--- src/rtl/sdram_xfer_sequencer_pkg.sv ---
// Shared definitions for the SDRAM transfer sequencer: state encoding,
// counter widths and parameter defaults.
// Build option: XFER_TIMEOUT_EN adds the ERROR state used by the watchdog.
package sdram_xfer_sequencer_pkg;

    localparam int BURST_CNT_W            = 16;
    localparam int CYCLE_CNT_W            = 32;
    localparam int DEFAULT_NUM_BURSTS     = 4;
    localparam int DEFAULT_TIMEOUT_CYCLES = 1024;

    typedef enum logic [2:0] {
        ST_IDLE,
        ST_ISSUE,
        ST_WAIT_RESP,
`ifdef XFER_TIMEOUT_EN
        ST_DONE,
        ST_ERROR
`else
        ST_DONE
`endif
    } xfer_state_t;

endpackage

--- src/rtl/sdram_xfer_sequencer_xfer_cycle_counter.sv ---
// Saturating up-counter with synchronous clear and count enable.
// Clear wins over enable; the count sticks at all-ones.
module xfer_cycle_counter
    import sdram_xfer_sequencer_pkg::*;
#(
    parameter int WIDTH = CYCLE_CNT_W
) (
    input  logic             clk,
    input  logic             rst,
    input  logic             clr,
    input  logic             en,
    output logic [WIDTH-1:0] count
);

    // Count enabled cycles, hold at the top value.
    always_ff @(posedge clk or posedge rst) begin
        if (rst) begin
            count <= '0;
        end else if (clr) begin
            count <= '0;
        end else if (en && (count != {WIDTH{1'b1}})) begin
            count <= count + WIDTH'(1);
        end
    end

endmodule

--- src/rtl/sdram_xfer_sequencer.sv ---
// SDRAM transfer sequencer: on a start rising edge issues NUM_BURSTS
// begin-burst pulses, each waiting for its write response, then raises done
// until start is released. Reports the run length and a sticky error flag
// for responses arriving when none is expected.
// Build option: XFER_TIMEOUT_EN adds a WAIT_RESP watchdog that aborts the run
// into ERROR after TIMEOUT_CYCLES cycles without a response.
//
// state        | meaning
// ST_IDLE      | waiting for a fresh start edge
// ST_ISSUE     | one-cycle begin-burst pulse
// ST_WAIT_RESP | waiting for the write response of the issued burst
// ST_DONE      | run complete, done held until start is low
// ST_ERROR     | watchdog abort, done and err held until start is low
module sdram_xfer_sequencer
    import sdram_xfer_sequencer_pkg::*;
#(
    parameter int NUM_BURSTS     = DEFAULT_NUM_BURSTS,
    parameter int TIMEOUT_CYCLES = DEFAULT_TIMEOUT_CYCLES
) (
    input  logic                   sys_ref_clk_clk,
    input  logic                   sys_ref_reset_reset,
    input  logic                   startsignal_export,
    output logic                   sdramstartstop_beginbursttransfer,
    input  logic                   sdramstartstop_writeresponsevalid_n,
    output logic                   donesignal_export,
    output logic [CYCLE_CNT_W-1:0] xfer_cycles,
    output logic                   xfer_err
);

    localparam logic [BURST_CNT_W-1:0] LAST_BURST = BURST_CNT_W'(NUM_BURSTS);

    if ((NUM_BURSTS < 1) || (NUM_BURSTS > 65535) || (TIMEOUT_CYCLES < 1)) begin : g_param_check
        $error("sdram_xfer_sequencer: NUM_BURSTS or TIMEOUT_CYCLES out of range");
    end

    xfer_state_t            state, state_next;
    logic                   start_prev;
    logic                   resp;
    logic                   run_start;
    logic                   issue_pulse;
    logic                   done_lvl;
    logic                   cyc_en;
    logic                   stray_resp;
    logic                   err_q;
    logic [BURST_CNT_W-1:0] burst_cnt;
    logic [BURST_CNT_W-1:0] resp_cnt;
    logic [BURST_CNT_W-1:0] resp_cnt_inc;

    assign resp         = ~sdramstartstop_writeresponsevalid_n;
    assign run_start    = (state == ST_IDLE) && startsignal_export && !start_prev;
    assign resp_cnt_inc = resp_cnt + BURST_CNT_W'(1);

`ifdef XFER_TIMEOUT_EN
    localparam logic [31:0] DWELL_LAST = 32'(TIMEOUT_CYCLES - 1);
    logic [31:0] dwell;
    logic        timeout_hit;

    assign timeout_hit = (dwell == DWELL_LAST);

    // Dwell counter restarts every time WAIT_RESP is entered.
    always_ff @(posedge sys_ref_clk_clk or posedge sys_ref_reset_reset) begin
        if (sys_ref_reset_reset) begin
            dwell <= '0;
        end else if (state != ST_WAIT_RESP) begin
            dwell <= '0;
        end else begin
            dwell <= dwell + 32'd1;
        end
    end
`endif

    // State register and start history.
    always_ff @(posedge sys_ref_clk_clk or posedge sys_ref_reset_reset) begin
        if (sys_ref_reset_reset) begin
            state      <= ST_IDLE;
            start_prev <= 1'b0;
        end else begin
            state      <= state_next;
            start_prev <= startsignal_export;
        end
    end

    // Next-state and Moore outputs; responses outside WAIT_RESP are flagged as stray.
    always_comb begin
        state_next  = state;
        issue_pulse = 1'b0;
        done_lvl    = 1'b0;
        cyc_en      = 1'b0;
        stray_resp  = 1'b0;
        case (state)
            ST_IDLE: begin
                stray_resp = resp;
                if (run_start) begin
                    state_next = ST_ISSUE;
                end
            end
            ST_ISSUE: begin
                issue_pulse = 1'b1;
                cyc_en      = 1'b1;
                stray_resp  = resp;
                state_next  = ST_WAIT_RESP;
            end
            ST_WAIT_RESP: begin
                cyc_en = 1'b1;
                if (resp) begin
                    if ((resp_cnt_inc == LAST_BURST) && (burst_cnt == LAST_BURST)) begin
                        state_next = ST_DONE;
                    end else begin
                        state_next = ST_ISSUE;
                    end
                end
`ifdef XFER_TIMEOUT_EN
                else if (timeout_hit) begin
                    state_next = ST_ERROR;
                end
`endif
            end
            ST_DONE: begin
                done_lvl   = 1'b1;
                stray_resp = resp;
                if (!startsignal_export) begin
                    state_next = ST_IDLE;
                end
            end
`ifdef XFER_TIMEOUT_EN
            ST_ERROR: begin
                done_lvl   = 1'b1;
                stray_resp = resp;
                if (!startsignal_export) begin
                    state_next = ST_IDLE;
                end
            end
`endif
            default: begin
                state_next = ST_IDLE;
            end
        endcase
    end

    // Burst/response counters and sticky error, all cleared by a run start.
    always_ff @(posedge sys_ref_clk_clk or posedge sys_ref_reset_reset) begin
        if (sys_ref_reset_reset) begin
            burst_cnt <= '0;
            resp_cnt  <= '0;
            err_q     <= 1'b0;
        end else if (run_start) begin
            burst_cnt <= '0;
            resp_cnt  <= '0;
            err_q     <= 1'b0;
        end else begin
            if (state == ST_ISSUE) begin
                burst_cnt <= burst_cnt + BURST_CNT_W'(1);
            end
            if ((state == ST_WAIT_RESP) && resp) begin
                resp_cnt <= resp_cnt_inc;
            end
            if (stray_resp) begin
                err_q <= 1'b1;
            end
`ifdef XFER_TIMEOUT_EN
            if (state_next == ST_ERROR) begin
                err_q <= 1'b1;
            end
`endif
        end
    end

    xfer_cycle_counter #(
        .WIDTH (CYCLE_CNT_W)
    ) u_cycle_counter (
        .clk   (sys_ref_clk_clk),
        .rst   (sys_ref_reset_reset),
        .clr   (run_start),
        .en    (cyc_en),
        .count (xfer_cycles)
    );

    assign sdramstartstop_beginbursttransfer = issue_pulse;
    assign donesignal_export                 = done_lvl;
    assign xfer_err                          = err_q;

endmodule

--- config.mk ---
export PLATFORM = sky130hd
export DESIGN_NAME = sdram_xfer_sequencer
export DESIGN_NICKNAME = d
export VERILOG_FILES = /design/src/rtl/sdram_xfer_sequencer_pkg.sv /design/src/rtl/sdram_xfer_sequencer_xfer_cycle_counter.sv /design/src/rtl/sdram_xfer_sequencer.sv
export SDC_FILE = /design/constraint.sdc
export NUM_CORES = 1
export LEC_CHECK = 0
export BUFFER_PORTS_ARGS = -buffer_cell sky130_fd_sc_hd__buf_2
export CAP_MARGIN = 20
export CORE_ASPECT_RATIO = 0.8
export CORE_MARGIN = 3
export CORE_UTILIZATION = 55
export DETAILED_ROUTE_END_ITERATION = 7
export PLACE_DENSITY = 0.85
export SYNTH_ARGS = -nofsm -noshare
export SYNTH_HDL_FRONTEND = slang
export SYNTH_SLANG_ARGS = --single-unit
--- constraint.sdc ---
create_clock -name sys_ref_clk_clk -period 3.3 [get_ports sys_ref_clk_clk]
set_input_delay 0.99 -clock sys_ref_clk_clk [delete_from_list [all_inputs] [get_ports sys_ref_clk_clk]]
set_output_delay 0.99 -clock sys_ref_clk_clk [all_outputs]
set_load 0.005 [all_outputs]
==> results <==
- The synthesized netlist devotes 11.9% of its cell area to compound gates.
- For the pin with the worst max-slew slack, the measured transition is 782 ps.
- For this block, the via count after detailed routing is between 3000 and 4000.
- The number of antenna cells inserted is 0.
- Static timing analysis puts the maximum clock frequency at around 380 MHz.
- Once detailed placement completed, the half-perimeter wirelength came to around 6.1 mm.
- The vertical extent of the die is 81.2 µm.
- The total global routing overflow is 0.
- The die covers a little over 8000 µm².
- The clock root buffer master is sky130_fd_sc_hd__clkbuf_8.
- In this run the post-CTS setup repair buffer count came out at 0.
- The top fanout value on the critical path is 14.
- The global routing usage summed across all routing layers is 23.3%.
- The mux cell area share after synthesis is under 10%.
- The synthesized netlist devotes under 10% of its cell area to adder and majority cells.
- In the detailed route, the total length drawn on met2 is 4.01 mm.
- Among all flip-flop cells after synthesis, the most frequent one is sky130_fd_sc_hd__dfrtp_1.
- Headroom to the max-slew limit came out at between 40% and 50%.
- The number of hold-slack violations in the final timing report is 0.
- The number of enable flip-flop cells after synthesis is 0.
- The count of cells in the finished layout, fillers not included, comes to between 500 and 600.
- The highest layer touched by signal routing is met4.
- The initial cell density of the core is just under 60%.
- Summed over all cells, the static leakage comes to about 1.9 nW.
- TritonCTS created 9 clock buffers.
- Averaged over all synthesized cells, the footprint is 8.99 µm².
- The signal arrival time at the worst endpoint is 2830 ps.
- The mean number of vias per cell is ~6.1.
- The clock arrives with approximately 10 ps of skew.
- The run finished with clean final reports.
- In this run the core area contains 26 standard-cell rows.
- The number of antenna violations at the first check in global routing came to 0.
- The clock reaches the later pin of the worst-skew pair after 350 ps.
- The peak supply drop is between 0.3 and 0.4 mV.
- The clock drives roughly 70 sinks.
- The maximum number of pins on one net before global-route repair is between 40 and 50.
- The number of distinct library cell variants in the gate-level netlist after synthesis is 48.
- Setup repair after global routing left no endpoint under its margin.
- The total count of max-transition violations in the final report is 0.
- The number of global-route vias before repair is about 3100.
- The post-synthesis async set-or-reset flop share is 100%.
- The total area inside the core boundary comes to about 6600 µm².
- The CTS tree is done.
- Measured along the x axis, the die boundary spans roughly 100 µm.
- Of the available clock period, the critical path in the final layout requires between 70% and 80%.
- The detailed router finished its first iteration with about 180 violations.
- During placement, the flow inserted port buffers numbering 38.
- The final antenna-violating net count is 0.
- The synthesized design contains 68 register bits.
- In the routed design, unresolved DRC markers number 0.
- Summing every instance area after synthesis gives 3880 µm².
- The final wirelength is ~8.8 mm.
- The sum of routed wire segments on met1 is just over 4 mm.
- The simple-gate portion of the synthesized area is between 20 and 30%.
- The setup path with the least slack is of type reg2reg.
- The worst setup path is launched from a register.
- The setup TNS is 0 ps.
- Relative to the synthesized area, the layout overhead comes to 12.7%.
- The cell total after placement is 537.
- Synthesis produced a netlist with a net count of about 450.
- The parity-gate share of the synthesized area counting xor and xnor cells is around 8.6%.
- Clock-pin slew was measured on the worst setup and hold paths at 80 ps.
- The total number of nets in the final design is roughly 480.
- For the worst setup path, the data required time is 3500 ps.
- The classification of the worst-slack hold path is reg2reg.
- During synthesis, Yosys emitted a total of 0 warnings.
- The nature of the critical path endpoint is a register.
- The average routed wire per standard cell is roughly 16 µm.
- Wire segments on met3 add up to about 600 µm in the final route.
- Before antenna repair, the detailed router went through 4 iterations.
- The total I/O pin count is 39.
- The final weighted congestion in routability-driven placement is slightly below 0.9.
- The cell count after synthesis is 432.
- The H-tree depth is 3.
- No sink is reached through more buffers than the 2 on the longest clock path.
- In the layout the commonest cells are sky130_fd_sc_hd__dfrtp_1, sky130_fd_sc_hd__nor2_1, sky130_fd_sc_hd__buf_2.
- Cells with a size suffix above 1 make up about 16% of the layout.
- The setup violation total in the final timing report is 0.
- Max-cap violations in this run came to 0.
- The hold buffer count at cts is 0.
- The library cell used most frequently in the layout, excluding fill and tap cells, is sky130_fd_sc_hd__dfrtp_1.
- The first global-routing pass estimated between 15 and 20 mm of wire.
- The post-CTS resize count is 0.
- The dominant combinational cell family by area after synthesis is simple AND/OR/NAND/NOR gates.
- The share of the Yosys chip area taken by registers is a little over two fifths.
- Power spread over the standard cell area amounts to approximately 550 nW/µm².
- The minimum clock period is 2640 ps.
[cells by family after synthesis]
group,Yosys count
mux,4
simple gates,206
compound gates,72
buf+inv,35
flops,68
xor+xnor,38
fa+ha+maj,9
[worst max-delay path, stage by stage, from the launching register on]
cell	delay, ps
sky130_fd_sc_hd__dfrtp_1	430
sky130_fd_sc_hd__ha_1	260
sky130_fd_sc_hd__nand4_1	240
sky130_fd_sc_hd__or4_4	520
sky130_fd_sc_hd__o31ai_4	540
sky130_fd_sc_hd__buf_4	280
sky130_fd_sc_hd__or3_1	140
sky130_fd_sc_hd__a21oi_2	60
[area by class of cell]
cell class / count / area (µm²)
Fill cell: 521 / 2230
Multi-Input combinational cell: 329 / 2040
Sequential cell: 68 / 1700
Timing Repair Buffer: 45 / 243
Clock buffer: 10 / 138
Clock inverter: 6 / 111
Tap cell: 84 / 105
Inverter: 11 / 41.3
[power breakdown]
part           switching (mW)  internal, mW  total (mW)
registers               0.107         0.904        1.01
clock network           0.329         0.523       0.851
logic                   0.366         0.197       0.563
[synthesized netlist by cell type (all sizes together), types with 9 or more instances]
master	count	area share, %
xnor2	13	2.9
inv	11	1.1
nor3	9	1.2
nor4	13	2.3
o21ai	29	4.1
ha	9	2.9
nand4	25	4.2
or3	26	4.2
dfrtp	68	44
clkbuf	20	1.9
nor2	50	4.8
nand2	31	3.0
nand3	24	3.1
xor2	25	5.6
a21oi	27	3.9
[worst paths after layout]
path | startpoint | endpoint | slack [ps] | depth (start not counted)
min in group asynchronous | sys_ref_reset_reset | burst_cnt[8] | 740 | 2
max in group asynchronous | sys_ref_reset_reset | resp_cnt[10] | 1830 | 3
min reg2reg | xfer_err | xfer_err | 490 | 2
min | xfer_err | xfer_err | 490 | 2
max | u_cycle_counter.count[0] | u_cycle_counter.count[12] | 660 | 7
max reg2reg | u_cycle_counter.count[0] | u_cycle_counter.count[12] | 660 | 7
[metal layers]
metal,GRT usage (%),up-vias
met4,7.50,0
met2,35.6,115
met1,32.6,1618
met5,0,-
li1,-,1618
met3,5.84,14
[state kept, by name, summed over array words and instances, names as in the netlist]
signal                 cells
u_cycle_counter.count     32
state                      2
start_prev                 1
resp_cnt                  16
burst_cnt                 16
xfer_err                   1
[metrics by stage]
step           hold WS, ps  setup WS [ps]  util (%)  cell area, µm²  power, mW
2_1_floorplan          489            598         -            3880       1.43
3_3_place_gp           478            762      62.5            4130       1.55
3_5_place_dp           484            727      62.5            4130       1.58
4_1_cts                500            691      66.3            4380       2.44
5_1_grt                541            459      66.3            4380       2.57
6_report               495            663      66.3            4380       2.43
Power figures use the tool's default switching activity.
